$ cat config.mk
export PLATFORM = sky130hd
export DESIGN_NAME = uart_tx_flat
export DESIGN_NICKNAME = d
export VERILOG_FILES = /design/src/rtl/uart_pkg.sv /design/src/rtl/uart_tx_if.sv /design/src/rtl/uart_baud_tick.sv /design/src/rtl/uart_tx.sv /design/src/flat_wrapper.sv
export SDC_FILE = /design/constraint.sdc
export NUM_CORES = 1
export LEC_CHECK = 0
export CAP_MARGIN = 30
export CORE_MARGIN = 2
export CORE_UTILIZATION = 25
export CTS_CLUSTER_SIZE = 12
export DETAILED_ROUTE_END_ITERATION = 16
export PLACE_DENSITY_LB_ADDON = 0.25
export SLEW_MARGIN = 10
export SYNTH_ARGS = -nofsm -noshare
export SYNTH_HDL_FRONTEND = slang
export SYNTH_SLANG_ARGS = --single-unit
$ cat constraint.sdc
create_clock -name clk -period 1.7 [get_ports clk]
set_clock_uncertainty 0.05 [all_clocks]
set_input_delay 0.34 -clock clk [delete_from_list [all_inputs] [get_ports clk]]
set_output_delay 0.34 -clock clk [all_outputs]
set_load 0.01 [all_outputs]
$ cat src/rtl/uart_pkg.sv
// Shared UART package: transmitter FSM states, default bit timing and a parity helper.
// The PARITY state only exists when UART_TX_PARITY_EN is defined.
package uart_pkg;

    localparam int UART_CLKS_PER_BIT = 16;
    localparam int UART_DATA_BITS    = 8;

    typedef enum logic [2:0] {
        TX_IDLE   = 3'd0,
        TX_START  = 3'd1,
        TX_DATA   = 3'd2,
`ifdef UART_TX_PARITY_EN
        TX_PARITY = 3'd3,
`endif
        TX_STOP   = 3'd4
    } uart_tx_state_t;

    // Narrower words are zero-extended by the caller, which leaves the XOR unchanged.
    function automatic logic uart_parity(input logic [7:0] data, input logic odd);
        return (^data) ^ odd;
    endfunction

endpackage

$ cat src/rtl/uart_tx_if.sv
// Host-side byte handshake into the UART transmitter (valid/ready, data LSB sent first).
interface uart_tx_if #(
    parameter int DATA_BITS = uart_pkg::UART_DATA_BITS
);
    logic                 tx_valid;
    logic [DATA_BITS-1:0] tx_data;
    logic                 tx_ready;

    modport master (output tx_valid, output tx_data, input tx_ready);
    modport slave  (input tx_valid, input tx_data, output tx_ready);
endinterface

$ cat src/rtl/uart_baud_tick.sv
// Bit-time counter: counts enabled cycles and flags the last cycle of each bit period.
// bit_pre_tick marks the cycle just before bit_tick, so callers can prepare registered outputs.
module uart_baud_tick import uart_pkg::*; #(
    parameter int CLKS_PER_BIT = UART_CLKS_PER_BIT
) (
    input  logic clk,
    input  logic reset,
    input  logic clear,
    input  logic enable,
    output logic bit_tick,
    output logic bit_pre_tick
);
    localparam int CW = $clog2(CLKS_PER_BIT);
    localparam logic [CW-1:0] LAST = CW'(CLKS_PER_BIT - 1);
    localparam logic [CW-1:0] PRE  = CW'(CLKS_PER_BIT - 2);

    logic [CW-1:0] count_r;

    // Free-running bit-period counter, restarted at the beginning of every frame.
    always_ff @(posedge clk) begin
        if (reset || clear) begin
            count_r <= '0;
        end else if (enable) begin
            count_r <= (count_r == LAST) ? '0 : count_r + CW'(1);
        end else begin
            count_r <= count_r;
        end
    end

    assign bit_tick     = enable && (count_r == LAST);
    assign bit_pre_tick = enable && (count_r == PRE);

endmodule

$ cat src/rtl/uart_tx.sv
// UART transmitter: start bit, DATA_BITS data bits LSB first, optional parity, STOP_BITS stop bits.
// Define UART_TX_PARITY_EN to compile in the parity bit (sense chosen by PARITY_ODD).
module uart_tx import uart_pkg::*; #(
    parameter int CLKS_PER_BIT = UART_CLKS_PER_BIT,
    parameter int DATA_BITS    = UART_DATA_BITS,
    parameter int STOP_BITS    = 1,
    parameter int PARITY_ODD   = 0
) (
    input  logic      clk,
    input  logic      reset,
    input  logic      gl_reset,
    uart_tx_if.slave  tx_if,
    output logic      txd,
    output logic      busy
);
    localparam int IW = $clog2(DATA_BITS + 1);
    localparam logic [IW-1:0] LAST_DATA = IW'(DATA_BITS - 1);
    localparam logic [IW-1:0] LAST_STOP = IW'(STOP_BITS - 1);

    if (CLKS_PER_BIT < 2 || DATA_BITS < 5 || DATA_BITS > 8 ||
        (STOP_BITS != 1 && STOP_BITS != 2) ||
        (PARITY_ODD != 0 && PARITY_ODD != 1)) begin : g_param_check
        $error("uart_tx: illegal parameter value");
    end

    uart_tx_state_t       state_r;
    logic [DATA_BITS-1:0] shift_r;
    logic [IW-1:0]        bit_idx_r;
    logic                 txd_r;
    logic                 busy_r;
    logic                 ready_r;
`ifdef UART_TX_PARITY_EN
    logic                 par_r;
`endif

    logic rst_s;
    logic accept_s;
    logic bit_tick_s;
    logic bit_pre_tick_s;

    assign rst_s    = reset | gl_reset;
    assign accept_s = tx_if.tx_valid & ready_r;

    uart_baud_tick #(
        .CLKS_PER_BIT (CLKS_PER_BIT)
    ) u_baud (
        .clk          (clk),
        .reset        (rst_s),
        .clear        (accept_s),
        .enable       (busy_r),
        .bit_tick     (bit_tick_s),
        .bit_pre_tick (bit_pre_tick_s)
    );

    // Frame sequencer; txd, busy and tx_ready are all registered alongside the state.
    always_ff @(posedge clk) begin
        if (rst_s) begin
            state_r   <= TX_IDLE;
            shift_r   <= '0;
            bit_idx_r <= '0;
            txd_r     <= 1'b1;
            busy_r    <= 1'b0;
            ready_r   <= 1'b1;
`ifdef UART_TX_PARITY_EN
            par_r     <= 1'b0;
`endif
        end else begin
            case (state_r)
                TX_IDLE: begin
                    if (accept_s) begin
                        state_r   <= TX_START;
                        shift_r   <= tx_if.tx_data;
                        bit_idx_r <= '0;
                        txd_r     <= 1'b0;
                        busy_r    <= 1'b1;
                        ready_r   <= 1'b0;
`ifdef UART_TX_PARITY_EN
                        par_r     <= uart_parity(8'(tx_if.tx_data), 1'(PARITY_ODD));
`endif
                    end else begin
                        txd_r   <= 1'b1;
                        busy_r  <= 1'b0;
                        ready_r <= 1'b1;
                    end
                end
                TX_START: begin
                    ready_r <= 1'b0;
                    if (bit_tick_s) begin
                        state_r   <= TX_DATA;
                        txd_r     <= shift_r[0];
                        shift_r   <= shift_r >> 1;
                        bit_idx_r <= '0;
                    end else begin
                        txd_r <= 1'b0;
                    end
                end
                TX_DATA: begin
                    ready_r <= 1'b0;
                    if (bit_tick_s) begin
                        if (bit_idx_r == LAST_DATA) begin
`ifdef UART_TX_PARITY_EN
                            state_r <= TX_PARITY;
                            txd_r   <= par_r;
`else
                            state_r <= TX_STOP;
                            txd_r   <= 1'b1;
`endif
                            bit_idx_r <= '0;
                        end else begin
                            txd_r     <= shift_r[0];
                            shift_r   <= shift_r >> 1;
                            bit_idx_r <= bit_idx_r + IW'(1);
                        end
                    end else begin
                        txd_r <= txd_r;
                    end
                end
`ifdef UART_TX_PARITY_EN
                TX_PARITY: begin
                    ready_r <= 1'b0;
                    if (bit_tick_s) begin
                        state_r   <= TX_STOP;
                        txd_r     <= 1'b1;
                        bit_idx_r <= '0;
                    end else begin
                        txd_r <= par_r;
                    end
                end
`endif
                TX_STOP: begin
                    txd_r <= 1'b1;
                    if (bit_tick_s && (bit_idx_r == LAST_STOP)) begin
                        // Final stop cycle: a byte accepted here starts the next frame at once.
                        if (accept_s) begin
                            state_r   <= TX_START;
                            shift_r   <= tx_if.tx_data;
                            bit_idx_r <= '0;
                            txd_r     <= 1'b0;
                            busy_r    <= 1'b1;
                            ready_r   <= 1'b0;
`ifdef UART_TX_PARITY_EN
                            par_r     <= uart_parity(8'(tx_if.tx_data), 1'(PARITY_ODD));
`endif
                        end else begin
                            state_r <= TX_IDLE;
                            busy_r  <= 1'b0;
                            ready_r <= 1'b1;
                        end
                    end else if (bit_tick_s) begin
                        bit_idx_r <= bit_idx_r + IW'(1);
                        ready_r   <= 1'b0;
                    end else begin
                        ready_r <= bit_pre_tick_s && (bit_idx_r == LAST_STOP);
                    end
                end
                default: begin
                    state_r   <= TX_IDLE;
                    bit_idx_r <= '0;
                    txd_r     <= 1'b1;
                    busy_r    <= 1'b0;
                    ready_r   <= 1'b1;
                end
            endcase
        end
    end

    assign txd            = txd_r;
    assign busy           = busy_r;
    assign tx_if.tx_ready = ready_r;

endmodule

$ cat src/flat_wrapper.sv
// flat-port wrapper written by rule: the top's interface ports become plain ports
module uart_tx_flat import uart_pkg::*;
#(
    parameter int CLKS_PER_BIT = UART_CLKS_PER_BIT,
    parameter int DATA_BITS    = UART_DATA_BITS,
    parameter int STOP_BITS    = 1,
    parameter int PARITY_ODD   = 0
)
  (clk, reset, gl_reset, txd, busy, tx_if_tx_valid, tx_if_tx_data, tx_if_tx_ready);
  uart_tx_if #(.DATA_BITS(DATA_BITS)) tx_if_i ();
  input  logic clk;
  input  logic reset;
  input  logic gl_reset;
  output logic txd;
  output logic busy;
  input wire logic [$bits(tx_if_i.tx_valid)-1:0] tx_if_tx_valid;
  input wire logic [$bits(tx_if_i.tx_data)-1:0] tx_if_tx_data;
  output wire logic [$bits(tx_if_i.tx_ready)-1:0] tx_if_tx_ready;
  assign tx_if_i.tx_valid = tx_if_tx_valid;
  assign tx_if_i.tx_data = tx_if_tx_data;
  assign tx_if_tx_ready = tx_if_i.tx_ready;
  uart_tx #(.CLKS_PER_BIT(CLKS_PER_BIT), .DATA_BITS(DATA_BITS), .STOP_BITS(STOP_BITS), .PARITY_ODD(PARITY_ODD)) u_core (.clk(clk), .reset(reset), .gl_reset(gl_reset), .tx_if(tx_if_i), .txd(txd), .busy(busy));
endmodule
==> metrics.csv, run 1 <==
stage,metric,value,unit
power,p_int,838,µW
power,p_leak,0.752,nW
power,power_frac_seq,48.5,%
power,p_sw,279,µW
final_layout,layout-drive-gt1-share,26.0,%
power,power_frac_clock,35.5,%
floorplanning,dieWidth,81.5,µm
run_status,status,completed,
placed_design,pre_cts_ws,-0.151,ns
timing,final-hold-violation-count,0,
route,finalWirelength,3.90,mm
setup_path,crit_fanout,8,
cts,cts_tree,done,
logic_synthesis,synth_cells,182,
cts,htree_levels,1,
timing,finalWorstSetupSlack,0.00335,ns
timing,maxSlewViolCount,0,
route,ant_nets,0,
floorplanning,num_rows,28,
global_routing,overflow,0,
setup_path,start_kind,flip-flop,
logic_synthesis,ys_warn_count,0,
floorplanning,die_h,81.5,µm
route,drc,0,
timing,worst_pin_slew,0.438,ns
floorplanning,core_area,5850,µm²
timing,finalCriticalPeriod,1.70,ns
timing,rsz0062_at_grt,yes,
route,vias,1453,
logic_synthesis,yosys.area.top_type,dfxtp_1,
setup_path,cp.arrival,1.80,ns
power,swShare,25.0,%
setup_path,endpoint_kind,flip-flop,
setup_path,path_class,reg2reg,
route,first_iter_violations,45,
cts,cts_buffers,3,
global_routing,grt_first_pass_wirelength,6.58,mm
cts,cts-root-buf,clkbuf_8,
timing,setup_viol,0,
setup_path,required,1.80,ns
logic_synthesis,netlist_top_cells_area,"dfxtp_1 29%, mux2i_1 5.3%, nand2_1 4.5%",
final_layout,fin_nets,240,
placed_design,dp_hpwl,2.82,mm
final_layout,diodes,0,
route,first_pass_iters,4,
final_layout,synthToLayoutAreaGrowth,37.1,%
cts,clk_path_buf_depth,2,
power,power_density,542,nW/µm²
global_routing,antenna_found_initial,0,
flow_run,cap_viol_max_count,0,
hold_path,hold_class,reg2reg,
logic_synthesis,synthDominantCellAreaShare,29.3,%
cts,path_clk_slew,0.09,ns
global_routing,grt_usage,12.7,%
logic_synthesis,synth-seq-area-share,29.3,%
logic_synthesis,ys_seq_elements,22,
route,via_per_inst,4.88,
logic_synthesis,synth_cell_type_count,50,
floorplanning,start_util,25.7,%
power,total_power,1.12,mW
placed_design,port_buffers,14,
global_routing,grt_max_degree,21,
timing,period_share,99.8,%
power,p_comb_share,16.0,%
cts,clkLatencyLatePin,0.27,ns
cts,clock-sinks,22,
logic_synthesis,ys.flop_type,dfxtp_1,
logic_synthesis,syn_nets,198,
logic_synthesis,avgSynthCellArea,8.26,µm²
global_routing,first_global_vias,1387,
timing,fmax,589,MHz
floorplanning,dieArea,6650,µm²
logic_synthesis,syn_area,1500,µm²
power,vdd_drop_max,0.226,mV
placed_design,place.gp.congestion,0.771,
floorplanning,io_pins,15,
route,routedWlPerCell,13.1,µm
timing,maxSlewHeadroom,70.8,%
logic_synthesis,synth-edff-count,0,
logic_synthesis,postSynth.asyncResetShare,0,%
per-layer routing:
| metal | track usage [%] | up-vias | share of wire [%] |
|---|---|---|---|
| met3 | 1.87 | 6 | 2.2 |
| met4 | 5.08 | 0 | 1.5 |
| met2 | 20.1 | 17 | 45 |
| met1 | 17.3 | 678 | 51 |
| met5 | 0 | - | 0 |
| li1 | - | 752 | - |
power groups by stage:
stage | Sequential [mW] | Combinational (mW) | Clock, mW
finish | 0.542 | 0.179 | 0.396
CTS | 0.541 | 0.166 | 0.409
global route | 0.544 | 0.194 | 0.428
detailed placement | 0.552 | 0.164 | 0
global placement | 0.552 | 0.165 | 0
floorplan | 0.549 | 0.0988 | 0
registers in the layout, summed over array words and instances, names as in the netlist:
register,cells
u_core.tx_if.tx_ready,1
u_core.shift_r,8
u_core.u_baud.count_r,4
u_core.state_r,3
u_core.bit_idx_r,4
u_core.txd,1
u_core.busy,1
per-stage QoR:
stage / hold WS [ns] / utilization [%] / cells / instance area, µm² / setup TNS [ns]
6_report: 0.411 / 35.2 / 298 / 2060 / 0
5_1_grt: 0.431 / 35.2 / 298 / 2060 / -0.294
4_1_cts: 0.412 / 34.3 / 297 / 2010 / -0.00648
3_5_place_dp: 0.399 / 32.8 / 291 / 1920 / -1.17
3_3_place_gp: 0.391 / 32.8 / 291 / 1920 / -1.07
2_1_floorplan: 0.383 / - / 182 / 1500 / 0
area by class of cell:
class | instances | area (µm²)
clock buffer | 4 | 55.1
fill | 609 | 3790
inverter | 5 | 18.8
multi-input combinational | 143 | 1020
sequential | 22 | 445
tap | 75 | 93.8
timing repair buffer | 49 | 428
critical path: stages, from the launching register on:
cell and delay (ns):
dfxtp_2 0.34, inv_1 0.07, ha_1 0.16, or3b_4 0.42
a21oi_4 0.16, o22ai_4 0.10, buf_12 0.16, mux2i_1 0.12
final timing paths:
| path | start | end | slack [ns] | cells after the start |
|---|---|---|---|---|
| worst max-delay path | u_core.bit_idx_r[0] | u_core.shift_r[2] | 0.003 | 7 |
| worst min-delay path | u_core.shift_r[1] | u_core.shift_r[1] | 0.41 | 2 |
| worst max register to register | u_core.bit_idx_r[0] | u_core.shift_r[2] | 0.003 | 7 |
| worst min register to register | u_core.shift_r[1] | u_core.shift_r[1] | 0.41 | 2 |
cells in the mapped netlist (5+ instances only):
master and number:
inv_1 5, o21a_1 9, o21ai_1 6, nor3b_1 9
nand2_1 18, a21oi_1 7, nand2b_1 5, dfxtp_1 22
nand3_1 9, mux2i_1 8, buf_2 6, nor2_1 6
a211oi_1 5, o21ai_0 11
cells in the final DEF, fill, tap and decap left out, drive strengths merged, types with 3 or more instances in the layout:
cell / synthesis / final
clkdlybuf4s50: 0 / 14
a21oi: 8 / 8
buf: 10 / 35
ha: 4 / 4
o21a: 9 / 9
nor3b: 11 / 11
a211oi: 5 / 5
or2: 3 / 3
nor2b: 4 / 4
nor2: 6 / 6
clkbuf: 2 / 4
nand2: 18 / 18
dfxtp: 22 / 22
mux2i: 8 / 8
nand3: 9 / 9
nand2b: 5 / 5
o2111ai: 4 / 4
nand4: 4 / 4
o21ai: 17 / 17
inv: 5 / 5
nor3: 4 / 4
xor2: 3 / 3
kinds of logic after synthesis:
logic type | synth area share, %
adders and majority gates | 3.33
and+or+nand+nor | 27.1
buffers and inverters | 6.00
DFF | 29.3
xor gates and xnor gates | 2.83
AOI/OAI and AO/OA | 26.1
muxes | 5.33
repair_timing:
action,in CTS,in global routing
resized for setup,6,11
hold buffers,0,0
setup buffers,2,1
endpoints found under the setup margin,14,15
pin swaps,0,2
hold endpoints to repair,0,0
No activity file was read; power rests on OpenSTA's default activity.
==> run 2, diff against run 1 <==
ABC_AREA = 1   (was unset)
CTS_CLUSTER_SIZE = unset   (was 12)
==> run 2 against run 1 <==
Largest cell class unchanged; critical path type is now reg2out; core utilization down 2.1 points; highest routed layer unchanged; first-iteration DRC count rose by 82%; largest power group unchanged; synthesized area is 11% lower; clock-buffer cell count unchanged; critical endpoint is now busy; total power rose by 13%.
==> metrics.csv, run 2 <==
stage,metric,value,unit
placed_design,place.gp.congestion,0.772,
route,finalWirelength,3.07,mm
final_layout,final_common_cell,nand2_1,
cts,cts_buffers,3,
logic_synthesis,ys_seq_elements,22,
power,p_sw,382,µW
floorplanning,die_h,77.1,µm
setup_path,path_depth,1,
route,ant_nets,0,
cts,path_clk_slew,0.08,ns
logic_synthesis,ys_warn_count,0,
global_routing,grt_first_pass_wirelength,5.30,mm
floorplanning,dieArea,5950,µm²
final_layout,fin_nets,237,
setup_path,endpoint_kind,output pin,
cts,clock-sinks,22,
flow_run,cap_viol_max_count,0,
cts,cts_tree,done,
setup_path,timing.rr.end,u_core.shift_r[7],
logic_synthesis,synthDominantCellAreaShare,32.9,%
setup_path,cp.arrival,1.23,ns
timing,maxSlewViolCount,0,
setup_path,crit_fanout,4,
final_layout,reg_top3,"u_core.shift_r: 8 flops, u_core.bit_idx_r: 4 flops, u_core.u_baud.count_r: 4 flops",
cts,clkLatencyLatePin,0.27,ns
logic_synthesis,postSynth.asyncResetShare,0,%
run_status,status,completed,
timing,setup_viol,0,
global_routing,overflow,0,
setup_path,path_cells,clkdlybuf4s50_1,
hold_path,hold_class,reg2reg,
power,power_density,741,nW/µm²
power,p_comb_share,25.3,%
final_layout,layout_common_cells,"60 x nand2_1, 18 x nor2_1, 18 x dfxtp_1",
power,power_frac_clock,30.5,%
floorplanning,dieWidth,77.1,µm
setup_path,path_buf_inv,1,
final_layout,diodes,0,
timing,maxSlewHeadroom,75.9,%
final_layout,layout-drive-gt1-share,18.2,%
global_routing,grt_usage,11.1,%
timing,setup-tns-final,0,ns
route,met3WireLength,82,µm
timing,finalCriticalPeriod,1.62,ns
route,routedWlPerCell,10.6,µm
final_layout,top_register,u_core.shift_r,
route,first_pass_iters,4,
floorplanning,start_util,26.0,%
logic_synthesis,syn_nets,211,
logic_synthesis,synth_cells,195,
logic_synthesis,syn_area,1340,µm²
cts,htree_levels,1,
power,p_leak,0.735,nW
placed_design,port_buffers,14,
final_layout,largest_reg_flops,8,
floorplanning,core_area,5140,µm²
setup_path,crit_path_end,busy,
logic_synthesis,avgSynthCellArea,6.86,µm²
power,vdd_drop_max,0.290,mV
power,total_power,1.26,mW
logic_synthesis,netlist_top_cells_area,"dfxtp_1 33%, nand2_1 17%, nand3_1 5.6%",
floorplanning,io_pins,15,
logic_synthesis,synth-seq-area-share,32.9,%
setup_path,path_delay_family,buffers and inverters,
logic_synthesis,ys.flop_type,dfxtp_1,
setup_path,required,1.31,ns
cts,cts-root-buf,clkbuf_8,
placed_design,dp_hpwl,2.31,mm
cts,clk_path_buf_depth,2,
global_routing,first_global_vias,1182,
global_routing,grt_max_degree,13,
global_routing,antenna_found_initial,0,
floorplanning,num_rows,26,
logic_synthesis,synth_cell_type_count,28,
timing,rsz0062_at_grt,no,
route,top_layer,met4,
setup_path,crit_slowest_cell,clkdlybuf4s50_1,
route,first_iter_violations,82,
power,swShare,30.3,%
logic_synthesis,yosys.area.top_type,dfxtp_1,
route,vias,1284,
logic_synthesis,synth_common_cells,"60 x nand2_1, 22 x dfxtp_1, 18 x nor2_1",
setup_path,rrSetupSlack,0.16,ns
setup_path,timing.rr.start,u_core.u_baud.count_r[1],
power,power_frac_seq,44.2,%
logic_synthesis,synth-edff-count,0,
timing,fmax,618,MHz
power,p_int,881,µW
setup_path,path_class,reg2out,
timing,worst_pin_slew,0.360,ns
timing,final-hold-violation-count,0,
setup_path,r2r_cells,10,
setup_path,worstSetupStartpoint,u_core.busy,
final_layout,synthToLayoutAreaGrowth,27.4,%
route,via_per_inst,4.43,
route,met1Wirelength,1.57,mm
setup_path,slowest_delay,0.56,ns
setup_path,start_kind,flip-flop,
timing,period_share,95.2,%
route,drc,0,
route,met2_wirelength,1.37,mm
logic_synthesis,synth.most_common_cell,nand2_1,
==> run 2: cell count changes after synthesis, sizes merged, moves of 4 or more <==
cell | before | now
a211oi | 5 | 1
buf | 10 | 3
inv | 5 | 17
mux2i | 8 | 0
nand2 | 18 | 67
nand2b | 5 | 0
nand3 | 9 | 17
nor2 | 6 | 22
nor2b | 4 | 0
nor3 | 4 | 9
nor3b | 11 | 1
o2111ai | 4 | 0
o21a | 9 | 1
o21ai | 17 | 10
==> run 2: final cells by class <==
class / instances / area [µm²]
clock buffer: 4 / 55.1
fill: 586 / 3440
inverter: 17 / 63.8
multi-input combinational: 153 / 837
sequential: 22 / 445
tap: 70 / 87.6
timing repair buffer: 24 / 215
==> run 2: cells by family (layout without fill, tap and decap cells) <==
| kind of cell | Yosys count | in the layout | synth area share (%) |
|---|---|---|---|
| compound gates | 24 | 24 | 10.3 |
| simple gates | 122 | 123 | 44.2 |
| xor+xnor | 2 | 2 | 1.31 |
| buf+inv | 21 | 45 | 7.58 |
| fa+ha+maj | 4 | 4 | 3.74 |
| flops | 22 | 22 | 32.9 |
==> run 2: per-stage QoR <==
step	utilization, %	hold slack (ns)	std cells	setup WS (ns)	area [µm²]
after floorplan	-	0.405	195	0.127	1340
after global placement	31.0	0.421	284	0.0306	1600
after detailed placement	31.0	0.429	284	0.0272	1600
after CTS	32.1	0.441	288	0.0469	1650
after global routing	33.2	0.480	290	0.00110	1700
final	33.2	0.439	290	0.0812	1700
==> run 2: routing by layer <==
metal	track usage (%)	vias up
met3	1.76	4
met4	4.82	0
met5	0	-
met1	15.0	575
li1	-	683
met2	17.2	22
==> run 2: how the worst min path moves through the flow <==
stage | startpoint | endpoint | cells after the start
6_report | u_core.shift_r[7] | u_core.shift_r[7] | 2
5_1_grt | u_core.bit_idx_r[1] | u_core.bit_idx_r[1] | 2
4_1_cts | u_core.shift_r[7] | u_core.shift_r[7] | 2
3_5_place_dp | u_core.shift_r[7] | u_core.shift_r[7] | 2
3_3_place_gp | u_core.shift_r[7] | u_core.shift_r[7] | 2
2_1_floorplan | u_core.shift_r[7] | u_core.shift_r[7] | 2
==> run 2: worst register-to-register path, stage by stage, from the launching register on <==
cell and delay [ns]:
dfxtp_2 0.35, ha_1 0.15, nand2_2 0.08, nor2_4 0.21
nand2_4 0.10, nand2_4 0.12, nand2_8 0.10, nor2_8 0.15
nand2_1 0.06, nand2_1 0.05, nor2_1 0.03
==> run 2: power groups by stage <==
stage / combinational (mW) / clock, mW / sequential (mW)
floorplan: 0.209 / 0 / 0.571
global placement: 0.297 / 0 / 0.571
detailed placement: 0.295 / 0 / 0.570
CTS: 0.297 / 0.406 / 0.559
global route: 0.361 / 0.426 / 0.562
finish: 0.319 / 0.385 / 0.559
==> run 2: what timing repair did <==
action	in CTS	in global routing
gates resized for setup	0	9
hold buffers	0	0
buffers inserted	0	1
endpoints found under the setup margin	0	9
==> RTL change: new RTL, settings of run 1 <==
The package constant `UART_CLKS_PER_BIT` goes from 16 to 8.
--- a/src/rtl/uart_pkg.sv
+++ b/src/rtl/uart_pkg.sv
@@ -4,3 +4,3 @@
 
-    localparam int UART_CLKS_PER_BIT = 16;
+    localparam int UART_CLKS_PER_BIT = 8;
     localparam int UART_DATA_BITS    = 8;
Behaviour: no difference found for any inputs over 10 cycles, from zero or initial values; that may be too few to reach the edited logic, so the function may still have changed.
==> RTL change against run 1 <==
  * The flow now finishes with violations (negative setup slack)
  * Maximum frequency shrank 13%
  * Non-clock buffer count up 6
  * Design area is 2.6% lower
  * Total power up 3.1%
  * Clock power shrank 16%
  * Sequential cell count decreased by 1
  * Synthesized area fell by 16%
  * Routed wire length down 11%
  * Critical path depth did not move
  * Worst hold slack lost 0.00073 ns
  * Setup slack worse by 0.26 ns
  * Largest power group unchanged
  * Highest routed layer unchanged
==> RTL change: results (changes against run 1) <==
synth cell count leaders dfxtp_1, nor2_1, nand2_1; status finished with violations; Peak VDD IR 0.3561 mV (+58%); Clk power 0.334 mW (-16%); cells after synthesis 149 (-18%); setup_tns -2.127 ns (-2.127 ns); non-clk buf share 24.30% (+3.5 points); nonclk buf count 55 (+12%); post-synthesis xor/xnor area fraction 2.094% (-0.74 points); I/O Buffers 14 (unchanged); Final Wtd Congestion 0.8600 (+12%); switching pwr 0.3251 mW (+17%); Sw Share 28.25% (+3.3 points); placed cells 251 (-14%); Compound-Gate Fraction of Synth Area 22.73% (-3.3 points); Net Count, Synth 166 (-16%); mux cell area share after synthesis 7.178% (+1.8 points); Post-DP Area 1690 um2 (-12%); Post-Place Worst Slack -0.3686 ns (-0.2172 ns); DR vias 1270 (-13%); layout sequential cell count 21 (-4.5%); comb_multi_in 110 (-23%); n_diodes 0 (unchanged); Die W 74.85 um (-8.2%); ratio of cells with drive above 1 in the final layout 44.39% (+18 points); Async SR Flop Fraction 0% (unchanged); Logic inverters 6 (+1); YS warnings 0 (unchanged); largest family of logic cells by synthesized area compound AO/OA/AOI/OAI gates; root buf cell clkbuf_8; register area share after synthesis 33.50% (+4.2 points); Iter 0 DRT Violations 63 (+40%); fillers 463 (-24%); HPWL Detailed 2.354 mm (-17%); Area contributors post-synth dfxtp_1, mux2i_1, nor2_1; final setup fails 13 (+13); Sequential Power 0.528 mW (-3%); synthesis-to-finish area growth 60.02%; post-synthesis cell type count 44 (-12%); clk_lat worst skew around 0.26 ns; largest net degree at the start of global routing 17 (-19%); sequential cell area share 21.18% (-0.43 points); first-pass GRT wire length 5.644 mm (-14%); crit-path max FO 3 (-5); Rel. slew slack 67.17% (-3.6 points); HP Class register to register; Pleak 0.7436 nW (-1.1%); Nets 214 (-11%); Max stage delay on crit path 0.45 ns (+0.03 ns); Top Registers u_core.shift_r (8), u_core.bit_idx_r (4); Clock-cell share 2.243% (-0.43 points); Final WS setup -0.2543 ns (-0.2577 ns); DR WL/cell 13.26 um (+1.4%); Slowest-stage cell, CP or4_4; Synth Area in Adders 4.985% (+1.7 points); failing checks negative setup slack; drt total wl 3.487 mm (-11%); CP arrival 2.09 ns (+0.29 ns); multi-input logic portion of the cell area 46.98% (-2.5 points); total track usage 13.13% (+0.42 points)
-- RTL change: cell count changes after synthesis, sizes merged, moves of 5 or more --
cell,run 1,this run
o21a,9,0
o21ai,17,5
nand3,9,1
nor2,6,20
nor3b,11,1
nand2,18,13
-- RTL change: path summary, 6_finish.rpt --
path,startpoint,to,slack (ns),cells past startpoint
max,u_core.u_baud.count_r[1],u_core.bit_idx_r[0],-0.25,7
max reg2reg,u_core.u_baud.count_r[1],u_core.bit_idx_r[0],-0.25,7
min,u_core.shift_r[7],u_core.shift_r[7],0.41,2
min reg2reg,u_core.shift_r[7],u_core.shift_r[7],0.41,2
-- RTL change: per-layer routing --
metal  vias to the layer above  wire, um  global-route usage (%)
li1                        631         -                       -
met1                       616      1523                   15.76
met2                        19      1841                   23.10
met3                         4        70                   1.740
met4                         0        51                   6.151
met5                         -         0                       0
-- RTL change: timing repair --
action	CTS	global route
gates resized for setup	26	23
pin swaps	8	17
buffers inserted	7	4
gates cloned	0	1
endpoints found under the hold margin	0	0
endpoints found under the setup margin	16	17
